--- config.mk ---
export PLATFORM = sky130hd
export DESIGN_NAME = keypad_event_encoder
export DESIGN_NICKNAME = d
export VERILOG_FILES = /design/src/rtl/keypad_event_encoder.sv
export SDC_FILE = /design/constraint.sdc
export NUM_CORES = 1
export LEC_CHECK = 0
export ABC_AREA = 1
export CAP_MARGIN = 15
export CORE_UTILIZATION = 60
export CTS_CLUSTER_DIAMETER = 60
export DETAILED_ROUTE_END_ITERATION = 12
export PLACE_DENSITY = 0.81
export SLEW_MARGIN = 20
export SYNTH_ARGS = -nofsm -noshare
export SYNTH_HDL_FRONTEND = slang
export SYNTH_SLANG_ARGS = --single-unit
--- constraint.sdc ---
create_clock -name clk -period 5.7 [get_ports clk]
set_clock_uncertainty 0.1 [all_clocks]
set_input_delay 1.425 -clock clk [delete_from_list [all_inputs] [get_ports clk]]
set_output_delay 1.425 -clock clk [all_outputs]
set_load 0.005 [all_outputs]
--- src/rtl/keypad_event_encoder.sv ---
// keypad_event_encoder: turns 12 debounced key levels into press/release events queued in a small FIFO.
// Define KEY_REPEAT_EN to add the auto-repeat timer (kind 10 events); without it REPEAT_* are ignored.
module keypad_event_encoder #(
    parameter int FIFO_DEPTH   = 4,
    parameter int REPEAT_DELAY = 25_000_000,
    parameter int REPEAT_RATE  = 5_000_000
) (
    input  logic        clk,
    input  logic        rst,
    input  logic [11:0] key_lvl,
    output logic        evt_valid,
    input  logic        evt_ready,
    output logic [3:0]  evt_code,
    output logic [1:0]  evt_kind,
    output logic        key_held,
    output logic [3:0]  held_code
);

    localparam int PTR_W = $clog2(FIFO_DEPTH);
    localparam int CNT_W = $clog2(FIFO_DEPTH + 1);

    localparam logic [1:0] KIND_PRESS   = 2'b00;
    localparam logic [1:0] KIND_RELEASE = 2'b01;

    function automatic logic [3:0] lowest_index(input logic [11:0] v);
        logic [3:0] idx;
        idx = 4'd0;
        for (int i = 11; i >= 0; i--) begin
            if (v[i]) idx = 4'(i);
        end
        return idx;
    endfunction

    // ---------------------------------------------------------------
    // Edge detection and pending event bits
    // ---------------------------------------------------------------
    logic [11:0] prev;
    logic [11:0] rise;
    logic [11:0] fall;
    logic [11:0] press_pend;
    logic [11:0] rel_pend;
    logic [11:0] any_pend;
    logic [11:0] sel_oh;
    logic [3:0]  sel_code;
    logic [11:0] press_clr;
    logic [11:0] rel_clr;

    assign rise     = key_lvl & ~prev;
    assign fall     = ~key_lvl & prev;
    assign any_pend = press_pend | rel_pend;
    // Isolate the lowest set bit: the key index that wins issue this cycle.
    assign sel_oh   = any_pend & (~any_pend + 12'd1);
    assign sel_code = lowest_index(any_pend);

    // ---------------------------------------------------------------
    // Repeat tracking (tracked key is kept in both builds for held_code)
    // ---------------------------------------------------------------
    logic       track_valid;
    logic [3:0] track_code;
    logic       track_fall;

    assign track_fall = track_valid && fall[track_code];

    always_ff @(posedge clk or posedge rst) begin
        if (rst) begin
            track_valid <= 1'b0;
            track_code  <= 4'd0;
        end else if (|rise) begin
            track_valid <= 1'b1;
            track_code  <= lowest_index(rise);
        end else if (track_fall) begin
            track_valid <= 1'b0;
        end
    end

    assign key_held  = |prev;
    assign held_code = track_valid ? track_code : lowest_index(prev);

`ifdef KEY_REPEAT_EN
    localparam logic [1:0] KIND_REPEAT = 2'b10;
    localparam int REP_MAX = (REPEAT_DELAY > REPEAT_RATE) ? REPEAT_DELAY : REPEAT_RATE;
    localparam int REP_W   = $clog2(REP_MAX + 1);
    localparam logic [REP_W-1:0] DELAY_LAST = REP_W'(REPEAT_DELAY - 1);
    localparam logic [REP_W-1:0] RATE_LAST  = REP_W'(REPEAT_RATE - 1);

    logic [REP_W-1:0] rep_cnt;
    logic             rep_in_rate;
    logic             rep_pend;
    logic             rep_clr;
    logic             rep_fire;
    logic             rep_drop;

    // Any new rise retargets and a release of the tracked key stops it;
    // either way a not-yet-issued repeat belongs to the old key and is dropped.
    assign rep_drop = (|rise) || track_fall;
    assign rep_fire = track_valid && !rep_drop &&
                      (rep_cnt == (rep_in_rate ? RATE_LAST : DELAY_LAST));

    always_ff @(posedge clk or posedge rst) begin
        if (rst) begin
            rep_cnt     <= '0;
            rep_in_rate <= 1'b0;
            rep_pend    <= 1'b0;
        end else begin
            if (rep_drop) begin
                rep_cnt     <= '0;
                rep_in_rate <= 1'b0;
            end else if (rep_fire) begin
                rep_cnt     <= '0;
                rep_in_rate <= 1'b1;
            end else if (track_valid) begin
                rep_cnt <= rep_cnt + 1'b1;
            end
            rep_pend <= !rep_drop && (rep_fire || (rep_pend && !rep_clr));
        end
    end
`endif

    // ---------------------------------------------------------------
    // Issue selection: one push per cycle, lowest key first, press before
    // release, repeat only when no press/release is waiting.
    // ---------------------------------------------------------------
    logic       push;
    logic [5:0] push_data;
    logic       fifo_full;

    always_comb begin
        push      = 1'b0;
        push_data = 6'd0;
        press_clr = '0;
        rel_clr   = '0;
`ifdef KEY_REPEAT_EN
        rep_clr   = 1'b0;
`endif
        if (!fifo_full) begin
            if (|any_pend) begin
                push = 1'b1;
                if (|(press_pend & sel_oh)) begin
                    press_clr = sel_oh;
                    push_data = {KIND_PRESS, sel_code};
                end else begin
                    rel_clr   = sel_oh;
                    push_data = {KIND_RELEASE, sel_code};
                end
            end
`ifdef KEY_REPEAT_EN
            else if (rep_pend) begin
                push      = 1'b1;
                push_data = {KIND_REPEAT, track_code};
                rep_clr   = 1'b1;
            end
`endif
        end
    end

    // A new edge on a bit being issued this cycle re-arms it (set wins).
    always_ff @(posedge clk or posedge rst) begin
        if (rst) begin
            prev       <= '0;
            press_pend <= '0;
            rel_pend   <= '0;
        end else begin
            prev       <= key_lvl;
            press_pend <= (press_pend & ~press_clr) | rise;
            rel_pend   <= (rel_pend & ~rel_clr) | fall;
        end
    end

    // ---------------------------------------------------------------
    // Event FIFO.
    // Handshake: evt_valid means the head entry is meaningful and stays
    // stable until taken; an entry is consumed on a clock edge where
    // evt_valid && evt_ready. Fullness is judged at the start of the cycle,
    // so a pop never frees room for a push in the same cycle.
    // ---------------------------------------------------------------
    logic [5:0]       fifo_mem [FIFO_DEPTH];
    logic [PTR_W-1:0] wr_ptr;
    logic [PTR_W-1:0] rd_ptr;
    logic [CNT_W-1:0] fifo_cnt;
    logic             pop;

    assign fifo_full = (fifo_cnt == CNT_W'(FIFO_DEPTH));
    assign evt_valid = (fifo_cnt != '0);
    assign pop       = evt_valid && evt_ready;
    assign {evt_kind, evt_code} = evt_valid ? fifo_mem[rd_ptr] : 6'd0;

    always_ff @(posedge clk) begin
        if (push) fifo_mem[wr_ptr] <= push_data;
    end

    always_ff @(posedge clk or posedge rst) begin
        if (rst) begin
            wr_ptr   <= '0;
            rd_ptr   <= '0;
            fifo_cnt <= '0;
        end else begin
            if (push) wr_ptr <= wr_ptr + 1'b1;
            if (pop)  rd_ptr <= rd_ptr + 1'b1;
            case ({push, pop})
                2'b10:   fifo_cnt <= fifo_cnt + 1'b1;
                2'b01:   fifo_cnt <= fifo_cnt - 1'b1;
                default: fifo_cnt <= fifo_cnt;
            endcase
        end
    end

endmodule
# Word level (Yosys, flattened, before mapping)
# Memory sizes are Yosys's and may differ from the RTL's.
# Cells that the tools add are included.
# totals
ramBits	20
mem_count	1
out_inout_bits	12
inputBits	15
word_cells	97
regBits	48
# mem_list
memory	depth	word_bits	rd	rd_clocked_by_memory_dff	write_ports	line_no	rtl
fifo_mem	4	5	1	0	1	176	logic [5:0] fifo_mem [FIFO_DEPTH];
# classes
magnitude_cmp	1
muxes	56
n_bitwise	14
addsub	5
n_eq_ne	3
n_reduce_logical	9
# ops
cell	count
$mux W4	37
$and A12 B12 Y12	6
$mux W12	6
$not A12 Y12	5
$reduce_or A12 Y1	4
$or A12 B12 Y12	3
$mux W5	3
$add A12 B1 Y12 const B	1
$mux W1	7
$mux W6	1
$pmux W3 S2	1
$lt A4 B5 Y1 const B	1
$add A2 B1 Y2 const B	2
$bmux W1 S4	1
$reduce_bool A2 Y1	2
$add A3 B1 Y3 const B	1
$eq A3 B3 Y1 const B	1
$reduce_bool A3 Y1	1
$sub A3 B1 Y3 const B	1
$eq A2 B1 Y1 const B	1
$eq A2 B2 Y1 const B	1
$logic_and A1 B1 Y1	2

# Logic depth before layout (Yosys ltp)
# logic_depth
depth_word	16
mapped_depth	14

# Least setup slack after synthesis
# OpenSTA, ideal clock, no wires.
# synth_timing
kind	input port to flip-flop
startpoint	input port evt_ready
endpoint	register fifo_cnt[2]
t_arrival_ps	2451
path_stages	8
setup_slack_ps	3019
cell_sequence	nand2_1 inv_1 ha_1 inv_1 fa_1 a21oi_1 o21ai_0 xor2_1
# synth_between
elab_chain_len	3
elab_cells_between_ends	5
classes_between	eq/ne (2); mux (1); reduce/logical (2)
# synth_rtl
element	line_no	rtl
from (decl)	12	input logic evt_ready,
$logic_and A1 B1 Y1 (*)	184	assign pop = evt_valid && evt_ready;
named net pop	180	logic pop;
$eq A2 B1 Y1 or $eq A2 B2 Y1 (tied branches)	199	case ({push, pop})
$pmux W3 S2 or $reduce_bool A2 Y1 (tied branches)	-	
to (signal assigned)	200	2'b10: fifo_cnt <= fifo_cnt + 1'b1;
to (signal assigned)	201	2'b01: fifo_cnt <= fifo_cnt - 1'b1;
to (signal assigned)	202	default: fifo_cnt <= fifo_cnt;
to (decl)	179	logic [CNT_W-1:0] fifo_cnt;
# Mark *: on every way through the listed nets, which the timed path passes. The rest lies on a longest branch.
# A chain may end at the register's enable or synchronous reset.

# Worst setup path after layout
# layout_timing
startpoint	register fifo_cnt[1]
endpoint	output port evt_valid
# layout_between
elab_chain_len	1
# layout_rtl
element	line_no	rtl
$reduce_bool A3 Y1	183	assign evt_valid = (fifo_cnt != '0);
to (decl)	11	output logic evt_valid,
# No other way between the ends.

==> impl_metrics.tcl <==
set metrics [dict create \
    coreArea_um2 5890 \
    clock_insertion_delay_at_the_later_pin_of_the_skew_report_ns 0.35 \
    critical_path_class "register to output pin" \
    vdd_drop_max_mv 0.282 \
    start_util 0.621 \
    cts.path.max_buffers 2 \
    run_status "complete, but fails checks" \
    timing.final.crit_share 0.619 \
    final.fill_count 485 \
    synth_enable_flop_cells 20 \
    die_w_um 80.0 \
    max_slew_margin 0.449 \
    port_buffers 25 \
    yosys_warnings 0 \
    yosys_register_bits 68 \
    holdWs_ns 0.383 \
    clock_tree_from_tritoncts "done" \
    drv.max_cap_violation_count 0 \
    wl_per_cell_um 14.0 \
    via_count 3020 \
    cts_inserted_buffers 9 \
    critPathMaxFanout 6 \
    power_density_nw_per_um2 393 \
    most_common_cell_after_layout_fill_and_taps_aside "nand2_1" \
    tightestPinTransition_ns 0.826 \
    clock-sinks 68 \
    nNetsFinal 490 \
    antenna_found_initial 0 \
    use_met1 0.302 \
    drv_slew 0 \
    overflow 0 \
    drc_errors 1 \
    setup-violations-final 0 \
    failed_checks "DRC" \
    cts_setup_buffers 0 \
    arrival_ns 2.01 \
    root_buffer "clkbuf_8" \
    fmaxAchievable_mhz 283 \
    hold_viol_final 0 \
    grt_pass1_wl_um 12800 \
    post_layout_utilization_of_the_core 0.703 \
    min_period_ns 3.53 \
    gr-max-usage-layer "met2" \
    layout-drive-gt1-share 0.110 \
    routed_wl_um 7700 \
    antenna-diode-count 0 \
    m2_gr_usage 0.482 \
    hold_buffers 0 \
    critPathLaunchType "register" \
    synth.distinct_cells 37 \
    drtIter0Drc 150 \
    clk_transition_reported_paths_ns 0.07 \
    ioPinCount 27 \
    worst_setup_path_end_kind "output pin" \
    power.static_leakage_nw 1.89 \
    drt_pre_antenna_iters 9 \
    synth_async_sr_flop_share 0.706 \
    floorplan.rows 28 \
    syn_inst 441 \
    yosysSeqAreaShare 0.493 \
    worstHoldPathType "register to register" \
    setup_repair_after_global_routing_missed_its_margin "false" \
    syn_area_um2 3650 \
    area.growth.synth_to_final_pct 13.3 \
    finalWeightedCongestion 0.956 \
    cts_h_tree_depth 3 \
    setup_total_negative_slack_ns 0 \
    detail-route-antenna-nets 0 \
    grt.total_usage 0.271 \
    timing.critical_path.required_ns 4.18 \
    cts.repair.resized 0 \
    grt_use_met3 0.0514 \
    layout.cells.most_common_list "112 x nand2_1, 50 x nor2_1, 48 x inv_1, 48 x dfrtp_1, 28 x o21ai_0" \
    synthesis.area_per_instance_um2 8.28 \
    via_per_inst 5.50 \
    fp.dieH_um 80.0 \
    dp_hpwl_um 5820 \
    die_area_um2 6400 \
    via_count_of_the_first_global_routing_pass 2950 \
    grt_max_degree 49 \
    postSynthNetCount 462 \
    dominantRegCellSynth "dfrtp_1" \
]
## synth_stat cells (2+ instances only)
cell type | n | area share
buf_6 | 2 | 0.0062
nor3_1 | 7 | 0.0096
a31oi_1 | 2 | 0.0034
buf_4 | 2 | 0.0041
o21ai_0 | 28 | 0.038
nand2_2 | 2 | 0.0034
o31ai_1 | 4 | 0.0082
nand2_4 | 3 | 0.0092
nand3_1 | 19 | 0.026
inv_2 | 4 | 0.0041
edfxtp_1 | 20 | 0.16
nor2_2 | 11 | 0.019
ha_1 | 5 | 0.017
nor4_1 | 2 | 0.0034
o21ai_1 | 4 | 0.0055
nor2_4 | 4 | 0.012
nor2_8 | 2 | 0.011
clkbuf_1 | 5 | 0.0051
xor2_1 | 3 | 0.0072
dfrtp_1 | 48 | 0.33
nand4_1 | 16 | 0.027
or2_2 | 9 | 0.015
nand2_1 | 112 | 0.12
inv_1 | 49 | 0.050
o211ai_1 | 4 | 0.0082
a21oi_1 | 14 | 0.019
nor2_1 | 50 | 0.051
## layout make-up
type                       instances  area, um^2  area share
clock buffer                       9         124      0.0299
timing repair buffer              26         258      0.0623
tap                               75        93.8      0.0227
multi-input combinational        310        1590       0.384
sequential                        68        1800       0.435
clock inverter                     7        66.3      0.0160
inverter                          54         206      0.0499
## layer usage
layer	wire (um)	vias up
met1	3260	1415
met2	3920	75
li1	-	1507
met4	215	0
met3	298	23
met5	0	-
## logic make-up (layout without fill, tap and decap cells)
logic type,after synthesis,count (layout),synth area share
xor gates and xnor gates,4,4,0.00959
and+or+nand+nor,239,239,0.310
DFF,68,68,0.493
other,1,1,0.00103
AOI/OAI and AO/OA,60,60,0.0915
adders and majority gates,6,6,0.0226
buffers and inverters,63,96,0.0716
## stage by stage
step	instances	instance area [um^2]	setup slack [ns]	power, mW
floorplan	441	3650	3.02	1.07
finish	549	4140	2.17	1.63
global placement	533	3950	2.51	1.23
detailed placement	533	3950	2.39	1.25
CTS	549	4140	2.14	1.64
global route	549	4140	2.01	1.73
## critical path, cell delays in order, from the launching register on
cell and delay [ns]:
dfrtp_1 0.41, nor3_1 0.63, inv_1 0.14, clkdlybuf4s50_1 0.48
## final timing paths
path                                               from                 endpoint  slack [ns]  depth (start not counted)
worst max-delay path            fifo_cnt[1]$_DFFE_PP0P_                evt_valid        2.17                          3
worst min-delay path             rel_pend[10]$_DFF_PP0_   rel_pend[10]$_DFF_PP0_        0.38                          2
worst max register to register  press_pend[1]$_DFF_PP0_  fifo_cnt[2]$_DFFE_PP0P_        3.15                         13
worst min register to register   rel_pend[10]$_DFF_PP0_   rel_pend[10]$_DFF_PP0_        0.38                          2
max in group asynchronous                           rst    rel_pend[4]$_DFF_PP0_        3.58                          2
min in group asynchronous                           rst        prev[4]$_DFF_PP0_        1.43                          2
## sequential cells by signal, indices dropped and copies added (netlist names)
register     count
track_code       4
wr_ptr           2
rd_ptr           2
fifo_cnt         3
track_valid      1
fifo_mem        20
press_pend      12
prev            12
rel_pend        12
## power by group
group	total [mW]	internal (mW)	leakage (nW)	switching, mW
combinational	0.531	0.214	1.10	0.317
clock	0.380	0.199	0.0923	0.181
sequential	0.714	0.639	0.696	0.0756
(Power assumes the default switching activity.)
